**config.mk**
```make
export PLATFORM = sky130hd
export DESIGN_NAME = ws2812b_frame_sequencer_flat
export DESIGN_NICKNAME = d
export VERILOG_FILES = /design/src/rtl/ws2812b_frame_sequencer_if.sv /design/src/rtl/ws2812b_frame_sequencer.sv /design/src/flat_wrapper.sv
export SDC_FILE = /design/constraint.sdc
export NUM_CORES = 1
export LEC_CHECK = 0
export BUFFER_PORTS_ARGS = -buffer_cell sky130_fd_sc_hd__buf_2
export CORE_MARGIN = 2
export CORE_UTILIZATION = 55
export DETAILED_ROUTE_END_ITERATION = 10
export HOLD_SLACK_MARGIN = 0.03
export PLACE_DENSITY = 0.79
export SLEW_MARGIN = 20
export SYNTH_ARGS = -nofsm -noshare
export SYNTH_HDL_FRONTEND = slang
export SYNTH_SLANG_ARGS = --single-unit
```
**constraint.sdc**
```tcl
create_clock -name scl -period 2.1 [get_ports scl]
set_input_delay 0.42 -clock scl [delete_from_list [all_inputs] [get_ports scl]]
set_output_delay 0.42 -clock scl [all_outputs]
set_load 0.05 [all_outputs]
```
**src/rtl/ws2812b_frame_sequencer_if.sv**
```systemverilog
// Pixel-memory and shift-buffer bus of the WS2812B frame sequencer.
// master = sequencer side, slave = frame RAM / shift buffer / requester side.
interface ws2812b_frame_sequencer_if #(
  parameter int ADDR_W = 8
);
  logic              start;
  logic              busy;
  logic              done;
  logic              pix_rd;
  logic [ADDR_W-1:0] pix_addr;
  logic [23:0]       pix_data;
  logic [23:0]       buf_data;
  logic              buf_load;
  logic              buf_shift;
  logic              buf_valid;

  modport master (
    input  start, pix_data,
    output busy, done, pix_rd, pix_addr, buf_data, buf_load, buf_shift, buf_valid
  );

  modport slave (
    output start, pix_data,
    input  busy, done, pix_rd, pix_addr, buf_data, buf_load, buf_shift, buf_valid
  );
endinterface

```
**src/rtl/ws2812b_frame_sequencer.sv**
```systemverilog
// Streams NUM_LEDS GRB words from pixel RAM into the WS2812B shift buffer, then idles for the latch gap.
// Define WS2812B_AUTO_REFRESH_EN to restart the frame automatically after every latch gap.
module ws2812b_frame_sequencer #(
  parameter int NUM_LEDS     = 60,
  parameter int ADDR_W       = 8,
  parameter int LATCH_CYCLES = 64
) (
  input  logic scl,
  input  logic reset,
  ws2812b_frame_sequencer_if.master bus
);

  localparam int                LAT_W        = $clog2(LATCH_CYCLES + 1);
  localparam logic [ADDR_W-1:0] LAST_PIX     = ADDR_W'(NUM_LEDS - 1);
  localparam logic [ADDR_W-1:0] IDX_ONE      = ADDR_W'(1);
  localparam logic [LAT_W-1:0]  LAT_LAST     = LAT_W'(LATCH_CYCLES - 1);
  localparam logic [LAT_W-1:0]  LAT_ONE      = LAT_W'(1);
  localparam logic [4:0]        BIT_LAST     = 5'd23;
  localparam logic [4:0]        BIT_PREFETCH = 5'd20;
  localparam logic [4:0]        BIT_CAPTURE  = 5'd22;

  typedef enum logic [2:0] {IDLE, FETCH, PRIME, SEND, STOP, LATCH} state_t;

  state_t            state;
  logic [ADDR_W-1:0] pix_idx;
  logic [4:0]        bit_cnt;
  logic [LAT_W-1:0]  lat_cnt;
  logic [23:0]       pix_hold;

  logic              busy;
  logic              done;
  logic              pix_rd;
  logic [ADDR_W-1:0] pix_addr;
  logic [23:0]       buf_data;
  logic              buf_load;
  logic              buf_shift;
  logic              buf_valid;

  // Outputs are registered: each branch sets the values seen during the next cycle.
  always_ff @(posedge scl) begin
    if (reset) begin
      state     <= IDLE;
      pix_idx   <= '0;
      bit_cnt   <= '0;
      lat_cnt   <= '0;
      busy      <= 1'b0;
      done      <= 1'b0;
      pix_rd    <= 1'b0;
      pix_addr  <= '0;
      buf_data  <= '0;
      buf_load  <= 1'b0;
      buf_shift <= 1'b0;
      buf_valid <= 1'b0;
    end else begin
      pix_rd    <= 1'b0;
      buf_load  <= 1'b0;
      buf_shift <= 1'b0;
      done      <= 1'b0;
      unique case (state)
        IDLE: begin
          if (bus.start) begin
            state    <= FETCH;
            busy     <= 1'b1;
            pix_idx  <= '0;
            pix_rd   <= 1'b1;
            pix_addr <= '0;
          end
        end
        FETCH: state <= PRIME;
        PRIME: begin
          // The first word goes straight from RAM to the buffer; pix_hold serves the prefetches.
          state     <= SEND;
          bit_cnt   <= '0;
          buf_load  <= 1'b1;
          buf_valid <= 1'b1;
          buf_data  <= bus.pix_data;
        end
        SEND: begin
          if (bit_cnt == BIT_LAST) begin
            bit_cnt  <= '0;
            buf_load <= 1'b1;
            if (pix_idx == LAST_PIX) begin
              // tx_en only changes on a load, so an invalid load is what ends the pixel stream.
              state     <= STOP;
              buf_valid <= 1'b0;
              buf_data  <= '0;
            end else begin
              pix_idx   <= pix_idx + IDX_ONE;
              buf_valid <= 1'b1;
              buf_data  <= pix_hold;
            end
          end else begin
            bit_cnt   <= bit_cnt + 5'd1;
            buf_shift <= 1'b1;
            if (bit_cnt == BIT_PREFETCH && pix_idx != LAST_PIX) begin
              pix_rd   <= 1'b1;
              pix_addr <= pix_idx + IDX_ONE;
            end
          end
        end
        STOP: begin
          state   <= LATCH;
          lat_cnt <= '0;
          done    <= (LAT_LAST == '0);
        end
        LATCH: begin
          if (lat_cnt == LAT_LAST) begin
`ifdef WS2812B_AUTO_REFRESH_EN
            state    <= FETCH;
            pix_idx  <= '0;
            pix_rd   <= 1'b1;
            pix_addr <= '0;
`else
            state    <= IDLE;
            busy     <= 1'b0;
`endif
          end else begin
            lat_cnt <= lat_cnt + LAT_ONE;
            done    <= ((lat_cnt + LAT_ONE) == LAT_LAST);
          end
        end
        default: state <= IDLE;
      endcase
    end
  end

  // Prefetched word arrives the cycle after the bit-21 read strobe.
  always_ff @(posedge scl) begin
    if (state == SEND && bit_cnt == BIT_CAPTURE) pix_hold <= bus.pix_data;
  end

  assign bus.busy      = busy;
  assign bus.done      = done;
  assign bus.pix_rd    = pix_rd;
  assign bus.pix_addr  = pix_addr;
  assign bus.buf_data  = buf_data;
  assign bus.buf_load  = buf_load;
  assign bus.buf_shift = buf_shift;
  assign bus.buf_valid = buf_valid;

endmodule

```
**src/flat_wrapper.sv**
```systemverilog
// flat-port wrapper written by rule: the top's interface ports become plain ports
module ws2812b_frame_sequencer_flat 
#(
  parameter int NUM_LEDS     = 60,
  parameter int ADDR_W       = 8,
  parameter int LATCH_CYCLES = 64
)
  (scl, reset, bus_start, bus_pix_data, bus_busy, bus_done, bus_pix_rd, bus_pix_addr, bus_buf_data, bus_buf_load, bus_buf_shift, bus_buf_valid);
  ws2812b_frame_sequencer_if #(.ADDR_W(ADDR_W)) bus_i ();
  input  logic scl;
  input  logic reset;
  input wire logic [$bits(bus_i.start)-1:0] bus_start;
  input wire logic [$bits(bus_i.pix_data)-1:0] bus_pix_data;
  output wire logic [$bits(bus_i.busy)-1:0] bus_busy;
  output wire logic [$bits(bus_i.done)-1:0] bus_done;
  output wire logic [$bits(bus_i.pix_rd)-1:0] bus_pix_rd;
  output wire logic [$bits(bus_i.pix_addr)-1:0] bus_pix_addr;
  output wire logic [$bits(bus_i.buf_data)-1:0] bus_buf_data;
  output wire logic [$bits(bus_i.buf_load)-1:0] bus_buf_load;
  output wire logic [$bits(bus_i.buf_shift)-1:0] bus_buf_shift;
  output wire logic [$bits(bus_i.buf_valid)-1:0] bus_buf_valid;
  assign bus_i.start = bus_start;
  assign bus_i.pix_data = bus_pix_data;
  assign bus_busy = bus_i.busy;
  assign bus_done = bus_i.done;
  assign bus_pix_rd = bus_i.pix_rd;
  assign bus_pix_addr = bus_i.pix_addr;
  assign bus_buf_data = bus_i.buf_data;
  assign bus_buf_load = bus_i.buf_load;
  assign bus_buf_shift = bus_i.buf_shift;
  assign bus_buf_valid = bus_i.buf_valid;
  ws2812b_frame_sequencer #(.NUM_LEDS(NUM_LEDS), .ADDR_W(ADDR_W), .LATCH_CYCLES(LATCH_CYCLES)) u_core (.scl(scl), .reset(reset), .bus(bus_i));
endmodule
```
* Word-level counts from Yosys, hierarchy flattened
Cells that the tools add are included.
** Word-level totals
- Register bits after elaboration :: 85
- Bits in latches :: 0
- Memory bits (writable) :: 0
- Bits in read-only memories :: 0
- Input port bits :: 27
- Logic and storage cells :: 85
- Memories :: 0
** Operators by class
- Add/sub/neg operators :: 3
- Multiply operators :: 0
- Div/mod/pow operators :: 0
- Magnitude comparators :: 0
- Equality and inequality tests :: 20
- Shift operators :: 0
- Mux-type cells :: 32
- Bitwise logic cells :: 2
- Reduce and logical (&&, ||, !) cells :: 15
** Operators with widths (count)
- 24-bit two-way mux :: 2
- 24-bit one-hot mux with 2 select lines :: 1
- 8-bit two-way mux :: 5
- 8-bit one-hot mux with 2 select lines :: 2
- 3-bit one-hot mux with 6 select lines :: 1
- 5-bit equality test (second input constant) :: 3
- 7-bit by 6-bit equality test with 1-bit output (second input constant) :: 2
- 7-bit one-hot mux with 2 select lines :: 1
- 3-bit two-way mux :: 4
- 4-bit AND reduction :: 3
- 5-bit one-hot mux with 2 select lines :: 1
- 1-bit two-way mux :: 9
- 8-bit by 1-bit adder with 8-bit output (second input constant) :: 1
- 8-bit by 6-bit equality test with 1-bit output (second input constant) :: 1
- 2-bit by 1-bit inequality test with 1-bit output (second input constant) :: 4
- 2-bit inequality test (second input constant) :: 4
- 8-bit by 6-bit inequality test with 1-bit output (second input constant) :: 1
- 1-bit one-hot mux with 2 select lines :: 4
- 2-bit nonzero test :: 4
- 7-bit by 1-bit adder with 7-bit output (second input constant) :: 1
- 7-bit two-way mux :: 1
- 3-bit by 2-bit equality test with 1-bit output (second input constant) :: 2
- 3-bit equality test (second input constant) :: 2
- 5-bit by 1-bit adder with 5-bit output (second input constant) :: 1
- other kinds (9) :: 12

* Longest topological paths before layout
Gate-level depths: netlist (run 1).
- Word-level depth :: 5
- Mapped depth :: 6
- Depth with buffers taken out :: 5

* Least setup slack after synthesis (run 1)
OpenSTA, ideal clock, no wires.
- Path kind :: register to register
- From :: register u_core.state[0]
- To :: register u_core.pix_hold[0], enable pin
- Arrival :: 1.531 ns
- Path slack :: 0.186 ns
- Stages on the path, launching flop included :: 5
- Period minus slack after synthesis :: 1.914 ns
- Cells stage by stage :: dfxtp_1 > buf_2 > nand2_1 > nor2_4 > and3_1
** Between the ends
- Word-level cells in the longest chain between the ends :: 2
** RTL lines
- start: declaration :: RTL line ws2812b_frame_sequencer.sv:24 : state_t state;
- start signal: assignment :: RTL line ws2812b_frame_sequencer.sv:42 : state <= IDLE;
- start signal: assignment :: RTL line ws2812b_frame_sequencer.sv:62 : state <= FETCH;
- start signal: assignment :: RTL line ws2812b_frame_sequencer.sv:69 : FETCH: state <= PRIME;
- 3-bit by 2-bit equality test with 1-bit output :: RTL line ws2812b_frame_sequencer.sv:129 : if (state == SEND && bit_cnt == BIT_CAPTURE) pix_hold <= bus.pix_data;
- 1-bit logical AND :: RTL line ws2812b_frame_sequencer.sv:129
- end signal: assignment :: RTL line ws2812b_frame_sequencer.sv:129
- end: declaration :: RTL line ws2812b_frame_sequencer.sv:28 : logic [23:0] pix_hold;
Every way passes these cells.
A chain may end at the register's enable or synchronous reset.

* Worst setup path in the final report (run 1)
- From :: register u_core.pix_idx[1]
- To :: register u_core.pix_idx[7]
** Between the ends
- Word-level cells in the longest chain between the ends :: 4
- Elaborated cells between the ends (all ways) :: 7
** RTL lines
- start: declaration :: RTL line ws2812b_frame_sequencer.sv:25 : logic [ADDR_W-1:0] pix_idx;
- start signal: assignment :: RTL line ws2812b_frame_sequencer.sv:88 : pix_idx <= pix_idx + IDX_ONE;
- 8-bit by 1-bit adder with 8-bit output :: RTL line ws2812b_frame_sequencer.sv:88
- 8-bit two-way mux :: RTL line ws2812b_frame_sequencer.sv:82 : if (pix_idx == LAST_PIX) begin
- 8-bit two-way mux :: RTL line ws2812b_frame_sequencer.sv:79 : if (bit_cnt == BIT_LAST) begin
- 8-bit one-hot mux with 2 select lines :: RTL line ws2812b_frame_sequencer.sv:59 : unique case (state)
Several ways; a longest one is shown, not always the timed one. The select of a mux whose other input is x is not followed.

==> metrics.txt, run 1 <==
DP Wirelength 5200 um; WP data arrival 2170 ps; # DRC 0; Routed Antenna Nets 0; post-synthesis mux area share 0.00268; Comb pwr share 0.156; Main synth FF type dfxtp_1; worst-case reg-to-reg path depth 6; TritonCTS clock tree built; initial antenna violation count 0; CP cell instances ha_1 -> buf_4 -> or4b_4 -> o21ai_2 -> a21oi_1 -> o32ai_1; Num Clock Sinks 85; buffers plus inverters on the worst setup path 1; pwr/cell area 759 nW/um2; Site Rows 30; hold_buf cts 0; crit start category flop; Worst-path clk slew 90 ps; most common cell after layout, fill and taps aside buf_2; max incr delay on CP 500 ps; net count after synthesis 417; post-CTS sizing 1; Simple-Gate Fraction of Synth Area 0.206; Warnings, synthesis 0; Post-Synthesis Cells 384; Sw Ratio 0.300; Post-Synth XOR/XNOR Area 0.0117; compound-gate portion of the synthesized area 0.205; final hold vios 0; vias in the first global route 2755; gpl congestion 0.880; core area 6680 um2; Hold Path Class input port to flop; setup TNS 0 ps; crit share post-route 0.911; final-stage net count 485; proportion of power drawn by the clock network 0.313; routed vias/inst 5.62; Post-synth ARST share 0; largest net degree at the start of global routing 51; IO Pins 65; peak supply drop 0.393 mV; grt ovf 0; Rel. slew slack 0.536; routed wire length 7600 um; number of DRC markers in iteration 0 195; Adder-Cell Fraction of Synth Area 0.0201; commonest non-fill, non-tap cells in the layout 64 x buf_2, 61 x dfxtp_1, 46 x nor2_1; Net Sw Power 0.000996 W; chip height 86.4 um; crit path time final 1910 ps; clk root buf clkbuf_8; Internal 0.00233 W; dpl ws -110 ps; register share of total power 0.531; Hold Path Depth 1; full die area 7470 um2; post-synthesis cell type count 60; CTS buffer count 9; drt first pass iters 4; register area share after synthesis 0.520; Post-synth EDFFs 24; first-pass GRT wire length 12200 um; layout cells sized above 1 0.234; status finished, final reports clean; CP max-delay cell or4b_4; gr usage total 0.207; clock network latency to the later pin of the worst-skew pair 360 ps; IO Port Bufs 64; leak pwr 1.62 nW; maximum clock path buffer count 2; final setup vio count 0; RSZ-0062 raised after global routing no; Diodes inserted 0; vias 3019; DR WL/cell 14.2 um; Mapped Area 3740 um2; number of synthesized register bits 85; slack of the critical path 187 ps; Initial Utilization 0.559; CP required 2360 ps; Util after Layout 0.655; area grow syn2layout 17.1%; kind of end point of the critical path flop; H-tree depth 3; pins over their slew limit 0; worst-margin pin slew 694 ps; max-cap violation count 0; Syn Area/Cell 9.73 um2; post-CTS setup buffer count 0; worst-path fanout max 7; Die W 86.4 um; reg2reg setup slack 190 ps; CP Class flop to flop; cell family with most CP delay compound AO/OA/AOI/OAI gates; Levels on crit path 6; fmax 523 MHz; combinational family with the most area after synthesis simple AND/OR/NAND/NOR gates; Setup Skew 9.85 ps
worst paths after layout:
| path | from | end |
|---|---|---|
| setup / recovery | u_core.pix_idx[1]$_SDFFE_PP0P_ | u_core.pix_idx[7]$_SDFFE_PP0P_ |
| hold / removal | bus_pix_data[7] | u_core.pix_hold[7]$_DFFE_PP_ |
| setup reg to reg | u_core.pix_idx[1]$_SDFFE_PP0P_ | u_core.pix_idx[7]$_SDFFE_PP0P_ |
| hold reg to reg | u_core.bus.pix_addr[1]$_SDFFE_PP0P_ | u_core.bus.pix_addr[1]$_SDFFE_PP0P_ |
logic make-up (layout without fill, tap and decap cells):
kind of cell | Yosys count | in the layout
AO/OA/AOI/OAI | 111 | 111
flip-flops | 85 | 85
buffers and inverters | 30 | 103
XOR/XNOR | 5 | 5
AND/OR/NAND/NOR | 146 | 146
adder cells (fa/ha/maj) | 6 | 6
multiplexers | 1 | 1
layer usage:
layer	wire length [um]	GRT usage
met5	0	0
met4	123	0.0852
met3	374	0.0514
met2	3730	0.347
met1	3370	0.254
cell type report:
cell class	count	area, um2
Clock buffer	10	128
Clock inverter	6	46.3
Fill cell	562	2300
Inverter	8	30.0
Multi-Input combinational cell	269	1690
Sequential cell	85	1940
Tap cell	80	100
Timing Repair Buffer	79	445
cells in the mapped netlist, types with 2 or more instances:
cell type  count  area [um2]
o21a_1         3        22.5
o31ai_1        2        15.0
o311ai_1       2        17.5
nand2_1       23        86.3
xnor2_1        2        17.5
o22ai_1        5        31.3
nand4_1        2        12.5
o41ai_1        2        17.5
nor2_1        46         173
o32ai_1        2        17.5
a31oi_1        4        25.0
dfxtp_1       61        1220
nor3_1         6        30.0
a21oi_1       38         190
buf_2          6        30.0
clkbuf_1      14        52.6
or3_1          2        12.5
nor2b_1       29         181
xor2_1         3        26.3
o21ai_1        2        10.0
nand3_1       11        55.1
o211ai_1       2        15.0
nor4_1         3        18.8
edfxtp_1      24         721
and3_1         3        18.8
o21ai_0        7        35.0
nand2b_1       6        37.5
and3b_1        2        17.5
ha_1           6        75.1
inv_1          8        30.0
a211oi_1      27         203
a311oi_1       3        26.3
sequential cells by signal, summed over array words and instances (netlist names):
name	flops
u_core.lat_cnt	7
u_core.bus.done	1
u_core.bus.busy	1
u_core.bit_cnt	5
u_core.bus.buf_load	1
u_core.bus.buf_valid	1
u_core.bus.pix_rd	1
u_core.bus.buf_shift	1
u_core.bus.buf_data	24
u_core.pix_idx	8
u_core.bus.pix_addr	8
u_core.pix_hold	24
u_core.state	3
metrics by stage:
| step | instance area (um2) | power, W | hold slack, ps | cells |
|---|---|---|---|---|
| floorplan | 3740 | 0.00219 | 435 | 384 |
| global placement | 4200 | 0.00231 | 439 | 521 |
| detailed placement | 4200 | 0.00232 | 446 | 521 |
| CTS | 4380 | 0.00335 | 228 | 537 |
| global route | 4380 | 0.00345 | 224 | 537 |
| finish | 4380 | 0.00332 | 242 | 537 |
worst reg2reg max path, cell delays in order (launching register included):
cell     delay (ps)
dfxtp_1         370
ha_1            170
buf_4           150
or4b_4          500
o21ai_2         320
a21oi_1         160
o32ai_1         140
power by group through the flow:
| stage | logic, W | registers (W) | clock network (W) |
|---|---|---|---|
| final | 0.000519 | 0.00176 | 0.00104 |
| after global routing | 0.000564 | 0.00177 | 0.00112 |
| after CTS | 0.000523 | 0.00176 | 0.00106 |
| after detailed placement | 0.000522 | 0.00180 | 0 |
| after global placement | 0.000512 | 0.00180 | 0 |
| after floorplan | 0.000215 | 0.00197 | 0 |
No activity file was read; power rests on OpenSTA's default activity.
==> run 2: changes to the inputs <==
CORE_UTILIZATION = 25   (was 55)
PLACE_DENSITY = default   (was 0.79)
==> run 2 against run 1 <==
Net effect:
- utilization shrank 34 points
- die area grew 110%
- final cell count grew 19%
- largest cell class unchanged
==> metrics.txt, run 2 (same netlist as run 1, synthesis figures left out) <==
area grow syn2layout 22.7%; grt ovf 0 (unchanged); most common cell after layout, fill and taps aside buf_2; clock network latency to the later pin of the worst-skew pair 350 ps (about the same); hold_buf cts 0 (unchanged); Sw Ratio 0.286 (-0.0140); Diodes inserted 0 (unchanged); CP Class flop to flop; routed vias/inst 4.80 (-15%); peak supply drop 0.627 mV (+59%); pwr/cell area 832 nW/um2 (+9.6%); crit start category flop; setup TNS 0 ps (unchanged); biggest regs u_core.bus.buf_data x24, u_core.pix_hold x24; Comb pwr share 0.137 (-0.019); proportion of power drawn by the clock network 0.398 (+0.085); initial antenna violation count 0 (unchanged); RR Endpoint u_core.pix_idx[7]$_SDFFE_PP0P_; Worst Hold Path EP u_core.pix_hold[4]$_DFFE_PP_; WP data arrival 2150 ps (-20 ps); worst-path fanout max 7 (unchanged); final-stage net count 481 (-0.82%); post-CTS sizing 0 (-1); vias 3056 (+1.2%); Routed Antenna Nets 0 (unchanged); hold path startpoint bus_pix_data[4]; full die area 15900 um2 (+110%); commonest non-fill, non-tap cells in the layout 64 x buf_2, 61 x dfxtp_1, 46 x nor2_1; crit share post-route 0.904 (-0.00741); status finished, final reports clean; Worst-path clk slew 60 ps (-30 ps); Final Instance Area 4590 um2 (+4.8%); Rel. slew slack 0.637 (+0.101); TritonCTS clock tree built; Net Sw Power 0.00109 W (+9.5%); routed wire length 8960 um (+18%); Initial Utilization 0.256 (-0.303); DR WL/cell 14.1 um (-0.64%); worst-case reg-to-reg path depth 5 (-1); maximum clock path buffer count 2 (unchanged); fill count 1492 (+170%); max-cap violation count 0 (unchanged); IO Pins 65 (unchanged); multi-input logic area 1680 um2 (-0.45%); DP Wirelength 6030 um (+16%); kind of end point of the critical path flop; worst-margin pin slew 544 ps (-150 ps); first-pass GRT wire length 14500 um (+19%); Setup Skew 4.98 ps (-4.87 ps); drt first pass iters 4 (unchanged); leak pwr 1.64 nW (+1.3%); final setup vio count 0 (unchanged); RSZ-0062 raised after global routing no; largest net degree at the start of global routing 51 (unchanged); core area 14600 um2 (+120%); DP Area 4310 um2 (+2.7%); number of DRC markers in iteration 0 231 (+18%); Reg area 1940 um2 (unchanged); clk root buf clkbuf_16; Num Clock Sinks 85 (unchanged); CP required 2360 ps (about the same); vias in the first global route 2983 (+8.3%); crit path time final 1900 ps (-15.6 ps); post-CTS setup buffer count 0 (unchanged); H-tree depth 3 (unchanged); pins over their slew limit 0 (unchanged); Internal 0.00272 W (+17%); register share of total power 0.464 (-0.067); gr usage total 0.115 (-0.0916); Die W 126 um (+46%); # DRC 0 (unchanged); CTS buffer count 9 (unchanged); reg2reg setup slack 200 ps (+20 ps); Reg-to-Reg Start u_core.pix_idx[0]$_SDFFE_PP0P_; layout cells sized above 1 0.225 (-0.00897); final hold vios 0 (unchanged); Hold Path Class input port to flop; fmax 527 MHz (+0.82%); chip height 126 um (+46%); Site Rows 44 (+47%); gpl congestion 0.815 (-7.4%); IO Port Bufs 64 (unchanged); Hold Path Depth 1 (unchanged)
[run 2: worst max path at each step]
stage | start | end | slack [ps] | cells after the start
4_1_cts | u_core.pix_idx[0]$_SDFFE_PP0P_ | u_core.bus.pix_addr[0]$_SDFFE_PP0P_ | 200 | 5
3_5_place_dp | bus_start | u_core.pix_idx[5]$_SDFFE_PP0P_ | 200 | 5
3_3_place_gp | bus_start | u_core.pix_idx[5]$_SDFFE_PP0P_ | 260 | 5
5_1_grt | u_core.pix_idx[0]$_SDFFE_PP0P_ | u_core.pix_idx[7]$_SDFFE_PP0P_ | 80 | 5
6_report | u_core.pix_idx[0]$_SDFFE_PP0P_ | u_core.pix_idx[7]$_SDFFE_PP0P_ | 200 | 5
2_1_floorplan | u_core.state[0]$_SDFFE_PP0P_ | u_core.pix_hold[0]$_DFFE_PP_ | 190 | 4
[run 2: routing by layer]
metal  share of wire  up-vias  track usage
met3           0.055       15       0.0455
met4           0.021        0       0.0504
met2            0.47       59        0.185
met1            0.46     1450        0.136
met5               0        -            0
li1                -     1532            -
[run 2: final cells by class]
cell class	count	area share
sequential	85	0.423
clock inverter	5	0.00764
timing repair buffer	75	0.0933
tap	184	0.0502
multi-input combinational	269	0.366
clock buffer	11	0.0529
inverter	8	0.00655
[run 2: critical path: stages, from the launching register on]
cell and delay (ps):
dfxtp_1 410, ha_1 250, or4b_4 510, o21ai_2 310, a21oi_1 170, o32ai_1 150
[run 2: power by group through the flow]
stage | clock, W | sequential, W | combinational [W]
after floorplan | 0 | 0.00197 | 0.000215
after global placement | 0 | 0.00181 | 0.000524
after detailed placement | 0 | 0.00181 | 0.000531
after CTS | 0.00157 | 0.00177 | 0.000532
after global routing | 0.00162 | 0.00178 | 0.000570
final | 0.00152 | 0.00177 | 0.000524
[run 2: through the flow]
stage	power [W]	instances	hold slack (ps)	setup slack, ps	util
after floorplan	0.00219	384	435	186	-
after global routing	0.00396	637	242	79.1	0.314
after CTS	0.00387	637	240	202	0.314
after global placement	0.00233	621	452	265	0.295
after detailed placement	0.00234	621	449	202	0.295
final	0.00381	637	254	202	0.314
==> run 3: changes to the inputs <==
clock period = 1.9 ns   (was 2.1 ns; I/O delays follow)
==> run 3 against run 2 <==
Net effect:
- die area unchanged
- register-to-register slack got worse by 110 ps
- critical path depth unchanged
- via count grew 1.3%
- largest cell class unchanged
==> metrics.txt, run 3 (same netlist as run 1, synthesis figures left out) <==
status finished, final reports clean; final hold vios 0 (unchanged); Setup Skew 4.89 ps (-0.0890 ps); peak supply drop 0.787 mV (+25%); hold path startpoint bus_pix_data[8]; CP required 2150 ps (-210 ps); largest net degree at the start of global routing 37 (-27%); vias in the first global route 3083 (+3.4%); routed wire length 9130 um (+1.9%); chip height 126 um (unchanged); grt ovf 0 (unchanged); core area 14600 um2 (unchanged); vias 3096 (+1.3%); Reg-to-Reg Start u_core.pix_idx[1]$_SDFFE_PP0P_; Routed Antenna Nets 0 (unchanged); biggest regs u_core.bus.buf_data x24, u_core.pix_hold x24; Hold Path Class input port to flop; clk root buf clkbuf_16; H-tree depth 3 (unchanged); DP Wirelength 6380 um (+5.8%); Initial Utilization 0.256 (unchanged); final setup vio count 0 (unchanged); layout cells sized above 1 0.247 (+0.0216); Site Rows 44 (unchanged); CP startpoint u_core.pix_idx[1]$_SDFFE_PP0P_; pwr/cell area 893 nW/um2 (+7.4%); area grow syn2layout 25.4%; worst-path fanout max 7 (unchanged); full die area 15900 um2 (unchanged); Die W 126 um (unchanged); TritonCTS clock tree built; crit start category flop; fill count 1483 (-0.60%); Worst-path clk slew 60 ps (about the same); clock network latency to the later pin of the worst-skew pair 340 ps (about the same); crit share post-route 0.951 (+0.0474); Diodes inserted 0 (unchanged); worst-margin pin slew 451 ps (-93.5 ps); post-route insts no fill 646 (+1.4%); number of DRC markers in iteration 0 201 (-13%); maximum clock path buffer count 2 (unchanged); drt first pass iters 4 (unchanged); IO Pins 65 (unchanged); final-stage net count 490 (+1.9%); WP data arrival 2060 ps (-90 ps); DP Area 4390 um2 (+2.0%); leak pwr 1.69 nW (+2.8%); most common cell after layout, fill and taps aside buf_2; routed vias/inst 4.79 (-0.10%); max-cap violation count 0 (unchanged); first-pass GRT wire length 15400 um (+6.2%); setup TNS 0 ps (unchanged); CTS buffer count 9 (unchanged); initial antenna violation count 0 (unchanged); DR WL/cell 14.1 um (+0.49%); # DRC 0 (unchanged); pins over their slew limit 0 (unchanged); gr usage total 0.121 (+0.00556); gpl congestion 0.844 (+3.5%); Num Clock Sinks 85 (unchanged); dpl cells 629 (+1.3%); kind of end point of the critical path flop; Rel. slew slack 0.698 (+0.0609); commonest non-fill, non-tap cells in the layout 64 x buf_2, 61 x dfxtp_1, 46 x nor2_1; Final Instance Area 4680 um2 (+2.1%); CP Class flop to flop; IO Port Bufs 64 (unchanged); crit path time final 1810 ps (-90.6 ps); fmax 553 MHz (+5.0%)
[run 3: changes by cell type in the layout (fill, tap and decap cells not counted), sizes merged]
cell	before	now
inv	9	8
buf	75	84
clkinv	1	3
clkinvlp	3	2
[run 3: layer usage]
metal | GRT usage | vias up | part of all wire
met5 | 0 | - | 0
met4 | 0.0433 | 0 | 0.018
met3 | 0.0467 | 13 | 0.063
met2 | 0.191 | 77 | 0.46
met1 | 0.149 | 1452 | 0.46
li1 | - | 1554 | -
[run 3: repair_timing]
action | 4_1_cts | 5_1_grt
buffers inserted | 0 | 1
hold buffers | 0 | 0
endpoints found under the setup margin | 0 | 19
gates resized for setup | 0 | 3
[run 3: worst paths after layout]
path / endpoint / slack [ps] / cells after the start
max: u_core.pix_idx[7]$_SDFFE_PP0P_ / 90 / 5
min: u_core.pix_hold[8]$_DFFE_PP_ / 220 / 1
max reg2reg: u_core.pix_idx[7]$_SDFFE_PP0P_ / 90 / 5
min reg2reg: u_core.bus.pix_addr[1]$_SDFFE_PP0P_ / 450 / 2
[run 3: power by group]
part           switching, W  internal, W  leakage (nW)
clock network      0.000714     0.000910         0.127
logic              0.000422     0.000184         0.851
registers         0.0000318      0.00192         0.712
[run 3: per-stage QoR]
stage,hold slack (ps),total power [W],utilization,worst slack (ps)
4_1_cts,202,0.00425,0.320,66.7
3_3_place_gp,450,0.00260,0.301,170
3_5_place_dp,449,0.00261,0.301,83.5
6_report,221,0.00418,0.321,93.0
5_1_grt,202,0.00438,0.321,-9.17
2_1_floorplan,435,0.00242,-,107
[run 3: worst max-delay path, stage by stage, from the launching register on]
cell and delay (ps):
dfxtp_1 370, ha_2 230, or4b_4 500, o21ai_2 310
a21oi_1 170, o32ai_1 140
[run 3: layout make-up]
class                      instances  area (um2)  share of cell area
inverter                           8        30.0             0.00641
sequential                        85        1940               0.415
clock buffer                      11         243              0.0518
tap                              184         230              0.0492
timing repair buffer              84         520               0.111
multi-input combinational        269        1690               0.361
clock inverter                     5        27.5             0.00588
